[config.mk]
export PLATFORM = sky130hd
export DESIGN_NAME = if_stage
export DESIGN_NICKNAME = d
export VERILOG_FILES = /design/src/rtl/if_stage.sv
export SDC_FILE = /design/constraint.sdc
export NUM_CORES = 1
export LEC_CHECK = 0
export CORE_MARGIN = 5
export CORE_UTILIZATION = 47
export DETAILED_ROUTE_END_ITERATION = 12
export GPL_ROUTABILITY_DRIVEN = 0
export HOLD_SLACK_MARGIN = 0.05
export PLACE_DENSITY = 0.89
export SYNTH_ARGS = -nofsm -noshare
export SYNTH_HDL_FRONTEND = slang
export SYNTH_SLANG_ARGS = --single-unit
export TNS_END_PERCENT = 20
[constraint.sdc]
create_clock -name clk -period 2.75 [get_ports clk]
set_input_delay 0.275 -clock clk [delete_from_list [all_inputs] [get_ports clk]]
set_output_delay 0.275 -clock clk [all_outputs]
set_load 0.03 [all_outputs]
[src/rtl/if_stage.sv]
// rtl/if_stage.sv - LEGv8 instruction fetch stage with IF/ID pipeline register
// Optional perf counters (perf_fetched, perf_stall_cycles) under IF_PERF_CNT_EN.
module if_stage #(
    parameter int unsigned          PC_WIDTH = 64,
    parameter logic [PC_WIDTH-1:0]  RESET_PC = '0
) (
    input  logic                clk,
    input  logic                rst_n,
    output logic                imem_req,
    output logic [PC_WIDTH-1:0] imem_addr,
    input  logic                imem_ready,
    input  logic                imem_rvalid,
    input  logic [31:0]         imem_rdata,
    input  logic                stall,
    input  logic                flush,
    input  logic                branch_taken,
    input  logic [PC_WIDTH-1:0] branch_target,
    output logic                if_id_valid,
    output logic [PC_WIDTH-1:0] if_id_pc,
    output logic [31:0]         if_id_instr,
    output logic [10:0]         if_id_opcode
`ifdef IF_PERF_CNT_EN
    ,
    output logic [31:0]         perf_fetched,
    output logic [31:0]         perf_stall_cycles
`endif
);

    typedef enum logic [1:0] {
        S_FETCH = 2'd0,
        S_WAIT  = 2'd1,
        S_HOLD  = 2'd2
    } state_t;

    state_t              r_state;
    logic [PC_WIDTH-1:0] r_pc;
    logic                r_drop;
    logic [31:0]         r_skid_data;
    logic                r_if_id_valid;
    logic [PC_WIDTH-1:0] r_if_id_pc;
    logic [31:0]         r_if_id_instr;

    logic                w_can_accept;
    logic                w_load;
    logic [31:0]         w_load_data;
    logic [PC_WIDTH-1:0] w_pc_next;
    logic [PC_WIDTH-1:0] w_target;

    assign w_can_accept = !stall || !r_if_id_valid;
    assign w_pc_next    = r_pc + PC_WIDTH'(4);
    assign w_target     = branch_target & ~PC_WIDTH'(3);

    // HOLD means the skid buffer is full, so no separate occupancy flag is kept.
    assign w_load = !branch_taken && w_can_accept &&
                    (((r_state == S_WAIT) && imem_rvalid && !r_drop) ||
                     (r_state == S_HOLD));
    assign w_load_data = (r_state == S_HOLD) ? r_skid_data : imem_rdata;

    assign imem_req     = rst_n && (r_state == S_FETCH);
    assign imem_addr    = r_pc;
    assign if_id_valid  = r_if_id_valid;
    assign if_id_pc     = r_if_id_pc;
    assign if_id_instr  = r_if_id_instr;
    assign if_id_opcode = r_if_id_valid ? r_if_id_instr[31:21] : 11'd0;

    always_ff @(posedge clk) begin
        if (!rst_n) begin
            r_state       <= S_FETCH;
            r_pc          <= RESET_PC;
            r_drop        <= 1'b0;
            r_skid_data   <= 32'd0;
            r_if_id_valid <= 1'b0;
            r_if_id_pc    <= '0;
            r_if_id_instr <= 32'd0;
        end else if (branch_taken) begin
            r_pc          <= w_target;
            r_if_id_valid <= 1'b0;
            case (r_state)
                S_WAIT: begin
                    if (imem_rvalid) begin
                        r_state <= S_FETCH;
                        r_drop  <= 1'b0;
                    end else begin
                        r_drop  <= 1'b1;
                    end
                end
                S_FETCH: begin
                    // A request accepted this cycle still returns data; it must be dropped.
                    if (imem_ready) begin
                        r_state <= S_WAIT;
                        r_drop  <= 1'b1;
                    end
                end
                default: begin
                    r_state <= S_FETCH;
                    r_drop  <= 1'b0;
                end
            endcase
        end else begin
            if (w_load) begin
                r_if_id_valid <= 1'b1;
                r_if_id_pc    <= r_pc;
                r_if_id_instr <= w_load_data;
                r_pc          <= w_pc_next;
            end else if (flush || w_can_accept) begin
                r_if_id_valid <= 1'b0;
            end

            case (r_state)
                S_FETCH: begin
                    if (imem_ready) begin
                        r_state <= S_WAIT;
                    end
                end
                S_WAIT: begin
                    if (imem_rvalid) begin
                        if (r_drop) begin
                            r_drop  <= 1'b0;
                            r_state <= S_FETCH;
                        end else if (w_can_accept) begin
                            r_state <= S_FETCH;
                        end else begin
                            r_skid_data <= imem_rdata;
                            r_state     <= S_HOLD;
                        end
                    end
                end
                S_HOLD: begin
                    if (w_can_accept) begin
                        r_state <= S_FETCH;
                    end
                end
                default: begin
                    r_state <= S_FETCH;
                end
            endcase
        end
    end

`ifdef IF_PERF_CNT_EN
    logic [31:0] r_perf_fetched;
    logic [31:0] r_perf_stall_cycles;

    always_ff @(posedge clk) begin
        if (!rst_n) begin
            r_perf_fetched      <= 32'd0;
            r_perf_stall_cycles <= 32'd0;
        end else begin
            if (w_load) begin
                r_perf_fetched <= r_perf_fetched + 32'd1;
            end
            if (stall && r_if_id_valid) begin
                r_perf_stall_cycles <= r_perf_stall_cycles + 32'd1;
            end
        end
    end

    assign perf_fetched      = r_perf_fetched;
    assign perf_stall_cycles = r_perf_stall_cycles;
`endif

endmodule

# After elaboration in Yosys (flattened, before gate mapping)
# Index checks and enable logic that the tools add are counted.
# W data, S select, Z words.
dict set report word_totals {
  register_bits 196
  in_bits 103
}
dict set report op_classes {
  add_sub_neg 1
  eq_ne 5
  muxes 21
  bitwise_logic 4
  reduce_logical 22
}
# cell count
set ops {}
lappend ops {{$mux W64} 2}
lappend ops {{$add A64 B3 Y64 const B} 1}
lappend ops {{$mux W32} 1}
lappend ops {{$mux W2} 7}
lappend ops {{$mux W11} 1}
lappend ops {{$reduce_bool A2 Y1} 4}
lappend ops {{$mux W1} 7}
lappend ops {{$ne A3 B3 Y1 const B} 2}
lappend ops {{$pmux W2 S3} 1}
lappend ops {{$logic_and A1 B1 Y1} 5}
lappend ops {{$reduce_and A5 Y1} 1}
lappend ops {{$logic_not A1 Y1} 4}
lappend ops {{$not A1 Y1} 4}
lappend ops {{$pmux W2 S2} 1}
lappend ops {{$reduce_and A2 Y1} 2}
lappend ops {{$logic_or A1 B1 Y1} 3}
lappend ops {{$reduce_and A3 Y1} 1}
lappend ops {{$eq A2 B1 Y1 const B} 1}
lappend ops {{$eq A2 B2 Y1 const B} 1}
lappend ops {{$logic_not A2 Y1} 1}
lappend ops {{$ne A2 B2 Y1 const B} 1}
lappend ops {{$pmux W1 S2} 1}
lappend ops {{$reduce_or A2 Y1} 1}

# Longest topological paths before layout
dict set report depth {
  word_depth 7
  mapped_depth 8
}

# Worst setup path after synthesis
# Ideal clock, no wire load.
dict set report synth_path {
  path_kind {register to register}
  startpoint {reg r_pc[38], in the netlist imem_addr[38]}
  endpoint {reg r_pc[59], in the netlist imem_addr[59]}
  setup_time_ps 116
  arrival_time_ps 2194
  slack_ps 440
  path_stages_with_launch 7
  synth_period_minus_slack_ps 2310
  cell_sequence {dfxtp_1 -> and4_1 -> buf_2 -> nand4_1 -> or4_1 -> or4_1 -> o211a_1}
}
dict set report synth_via {
  elab_chain_cells 3
}
# element line_no
set synth_rtl {}
lappend synth_rtl {{from (decl)} 36} ;# logic [PC_WIDTH-1:0] r_pc;
lappend synth_rtl {{from (signal assigned)} 76} ;# r_pc <= w_target;
lappend synth_rtl {{from (signal assigned)} 104} ;# r_pc <= w_pc_next;
lappend synth_rtl {{$add A64 B3 Y64} 50} ;# assign w_pc_next = r_pc + PC_WIDTH'(4);
lappend synth_rtl {{$mux W64} 100} ;# if (w_load) begin
lappend synth_rtl {{$mux W64} 75} ;# end else if (branch_taken) begin
# No other way between the ends. The select of a mux whose other input is x is not followed.
# A chain may end at the register's enable or synchronous reset.

# Worst setup path after layout
dict set report layout_path {
  startpoint {reg r_pc[18], in the netlist imem_addr[18]}
  endpoint {reg r_pc[52], in the netlist imem_addr[52]}
}
# Same word-level chain as after synthesis.

==> run_results.csv <==
group,metric,value,unit
clock_tree,cts_buffers,17,
place,placed_cells,1620,
routing,antenna_violating_nets_post_route,0,
routing,detail_route.iter0.violations,759,
power,static-leakage-power,4.74,nW
power,vdd_ir_drop_max,0.000446,V
min_path,worst_hold_path.num_cells,2,
sta,timing_max_transition_violations_final,0,
global_route,grt_remaining_overflow,0,
global_route,grt_usage,26.1,%
setup_path,critPathArrivalTime,2.79,ns
setup_path,largest_fanout_of_any_net_on_the_critical_path,7,
clock_tree,cts-root-buf,"sky130_fd_sc_hd__clkbuf_16",
clock_tree,clock_latency_on_the_worst_skew_pair,0.43,ns
yosys,synth.top_cell.area_share,42.5,%
setup_path,worst_ep_required_time,3.12,ns
setup_path,worstReg2RegStart,"imem_addr[18]",
floorplan,die_area,22100,µm²
sta,hold_viol_final,0,
floorplan,floorplan.initialDensity,48.1,%
finish,layoutNonFillerInstCount,1652,
yosys,synth_area_leaders,"sky130_fd_sc_hd__dfxtp_1 (42%), sky130_fd_sc_hd__nand2_1 (12%), sky130_fd_sc_hd__a21boi_0 (7.6%)",
finish,final_core_util,67.8,%
clock_tree,post_cts.resized_instances,0,
place,detailed_place_hpwl,21100,µm
place,buffer_ports.inserted,269,
place,post_dp_cell_area,12200,µm²
setup_path,setup.worst_path.class,"flop to flop",
finish,multi_input_comb_area,4850,µm²
sta,rsz0062_at_grt,"no",
yosys,synth_cell_type_count,54,
floorplan,floorplan.core_area,18800,µm²
clock_tree,cts_max_level,4,
clock_tree,clk_path_buf_depth,2,
finish,fillers,1475,
yosys,number_of_synthesized_register_bits,192,
sta,layout_worst_path_cycle_share,88.0,%
clock_tree,cts_post_setup_buffers_inserted,0,
yosys,synth_edf_count,0,
min_path,timing.hold.worst.class,"primary input to flop",
global_route,antenna_found_initial,0,
sta,period_needed,2.42,ns
routing,post_drt_wl_per_cell,18.0,µm
finish,area.sequential,3840,µm²
sta,setup_violations,0,
yosys,post_synth_inst_count,1128,
setup_path,setup.reg_to_reg.worst_slack,0.33,ns
global_route,grt_start_max_net_pins,104,
sta,fin_ws,0.331,ns
sta,worst_slew_margin_rel,46.5,%
routing,finalWirelength,29700,µm
yosys,synth_area,9050,µm²
power,power_density_of_the_placed_cells,508,nW/µm²
global_route,grt_pass1_wl,47500,µm
sta,hold_slack,0.315,ns
finish,postLayoutCellArea,12800,µm²
finish,areaGrowthSynthToFinish,41.1,%
clock_tree,cts_tree,"done",
finish,number_of_antenna_repair_diodes,0,
yosys,synth_most_common_cell,"sky130_fd_sc_hd__nand2_1",
setup_path,rr_endpoint,"imem_addr[52]",
routing,remaining_drc_errors,0,
sta,skew,0.0121,ns
run_status,outcome,"complete, no violations",
power,p_total,6.49,mW
routing,drtPass1Iterations,10,
yosys,ys_async_sr_fraction,0,%
clock_tree,cts.clk_slew.worst_paths,0.08,ns
routing,post_drt_via_cell_ratio,5.66,
sta,finalSetupTns,0,ns
clock_tree,cts-hold-fix-buffers,0,
yosys,synth_warnings,0,
routing,detailroute.via_count,9346,
setup_path,worstSetupEndpointType,"flop",
finish,post_route_cells_drive_above_1_share,7.69,%
floorplan,floorplan.die.width,149,µm
yosys,netlist_top_cells_count,"sky130_fd_sc_hd__nand2_1 (290), sky130_fd_sc_hd__dfxtp_1 (192), sky130_fd_sc_hd__a21boi_0 (92), sky130_fd_sc_hd__clkbuf_1 (71), sky130_fd_sc_hd__nand3_1 (63)",
setup_path,startpoint_type,"flop",
setup_path,timing.reg2reg.worst_path_depth,5,
sta,tightestPinTransition,0.800,ns
min_path,min_to,"if_id_instr[14]",
global_route,first_global_vias,9270,
floorplan,io_pins,276,
min_path,hold_path_startpoint,"rst_n",
sta,max_clock_freq,0.413,GHz
yosys,synthDominantAreaCellType,"sky130_fd_sc_hd__dfxtp_1",
place,pre_cts_slack,0.198,ns
flow_run,drv_cap,0,
floorplan,floorplan.rows,50,
yosys,synth-seq-area-share,42.5,%
yosys,post_synth.cell_area_avg,8.03,µm²
yosys,ys_dominant_reg_cell,"sky130_fd_sc_hd__dfxtp_1",
floorplan,dieHeight,149,µm
finish,nets,1483,
clock_tree,tritoncts_num_sinks,192,
-- critical path, stage by stage (launching register included) --
cell and delay [ns]:
sky130_fd_sc_hd__dfxtp_1 0.43, sky130_fd_sc_hd__and4_1 0.41, sky130_fd_sc_hd__nand4_2 0.20, sky130_fd_sc_hd__or4_1 0.62, sky130_fd_sc_hd__or4b_1 0.58, sky130_fd_sc_hd__nand3_1 0.11
-- sequential cells by signal (all words and copies together), names as in the netlist --
signal	cells
r_state	2
if_id_valid	1
r_drop	1
if_id_instr	32
if_id_pc	62
r_skid_data	32
imem_addr	62
-- placed cells by master, fill, tap and decap left out, types with 3 or more instances in the layout --
cell                              synthesis  layout
sky130_fd_sc_hd__a32oi_1                  5       5
sky130_fd_sc_hd__and4_1                  19      19
sky130_fd_sc_hd__inv_8                    0       5
sky130_fd_sc_hd__a31o_2                   5       5
sky130_fd_sc_hd__nor3b_1                  5       5
sky130_fd_sc_hd__a211oi_1                11      11
sky130_fd_sc_hd__and2_1                  22      22
sky130_fd_sc_hd__nor2_1                  16      16
sky130_fd_sc_hd__buf_12                   0       4
sky130_fd_sc_hd__clkbuf_16                0      17
sky130_fd_sc_hd__nor4_1                  18      17
sky130_fd_sc_hd__nor2b_1                  5       4
sky130_fd_sc_hd__nor4_2                   2       3
sky130_fd_sc_hd__nand3_1                 63      63
sky130_fd_sc_hd__nor4b_1                  3       3
sky130_fd_sc_hd__conb_1                   1       4
sky130_fd_sc_hd__xnor2_1                 28      28
sky130_fd_sc_hd__nand2b_1                 3       3
sky130_fd_sc_hd__nand2_1                290     290
sky130_fd_sc_hd__or4_1                    4       4
sky130_fd_sc_hd__nand4_1                 19      19
sky130_fd_sc_hd__dfxtp_1                192     192
sky130_fd_sc_hd__o21ai_0                 45      44
sky130_fd_sc_hd__a21oi_1                 39      39
sky130_fd_sc_hd__inv_1                    8       7
sky130_fd_sc_hd__clkdlybuf4s50_1          0     268
sky130_fd_sc_hd__xor2_1                   6       6
sky130_fd_sc_hd__buf_4                    5      50
sky130_fd_sc_hd__a21boi_0                92      92
sky130_fd_sc_hd__clkinv_4                 0       6
sky130_fd_sc_hd__or3_1                    8       8
sky130_fd_sc_hd__or2_2                    3       3
sky130_fd_sc_hd__o211a_1                 38      38
sky130_fd_sc_hd__o2111ai_1                3       3
sky130_fd_sc_hd__nor3_1                  30      29
sky130_fd_sc_hd__and3_1                  14      14
sky130_fd_sc_hd__o211ai_1                12      12
sky130_fd_sc_hd__o21a_1                   3       3
-- layout make-up --
type,instances,area share [%]
multi-input cells,838,38.0
flip-flops and latches,192,30.1
repair buffers,322,24.6
clock buffers,19,3.47
well taps,260,2.55
clock inverters,13,1.15
inverters,8,0.235
-- routing by layer --
layer	routed length, µm	track usage [%]
met5	0	0
met4	665	8.74
met2	14400	43.9
met3	2900	8.17
met1	11800	31.8
-- worst max path at each step --
| stage | slack (ns) | cells past startpoint | end | start |
|---|---|---|---|---|
| 6_report | 0.33 | 5 | imem_addr[52] | imem_addr[18] |
| 2_1_floorplan | 0.44 | 6 | imem_addr[59] | imem_addr[38] |
| 3_5_place_dp | 0.20 | 7 | if_id_pc[46] | branch_taken |
| 5_1_grt | 0.24 | 5 | imem_addr[59] | imem_addr[18] |
| 3_3_place_gp | 0.32 | 7 | if_id_pc[56] | branch_taken |
| 4_1_cts | 0.33 | 5 | imem_addr[59] | imem_addr[25] |
-- kinds of logic (layout without fill, tap and decap cells) --
| logic type | after synthesis | count (layout) | share of synthesized area, % |
|---|---|---|---|
| AO/OA/AOI/OAI | 265 | 265 | 21.0 |
| XOR/XNOR | 34 | 34 | 3.29 |
| adder cells (fa/ha/maj) | 1 | 1 | 0.138 |
| buffers and inverters | 101 | 362 | 4.59 |
| flip-flops | 192 | 192 | 42.5 |
| multiplexers | 1 | 1 | 0.111 |
| other | 1 | 4 | 0.0414 |
| AND/OR/NAND/NOR | 533 | 533 | 28.4 |
-- power by group --
group	leakage [nW]	total [mW]	switching (mW)	internal, mW
Combinational	2.89	0.984	0.527	0.456
Sequential	1.57	2.99	0.114	2.88
Clock	0.287	2.52	1.20	1.32
Note: power is estimated with default switching activity, not from simulation.
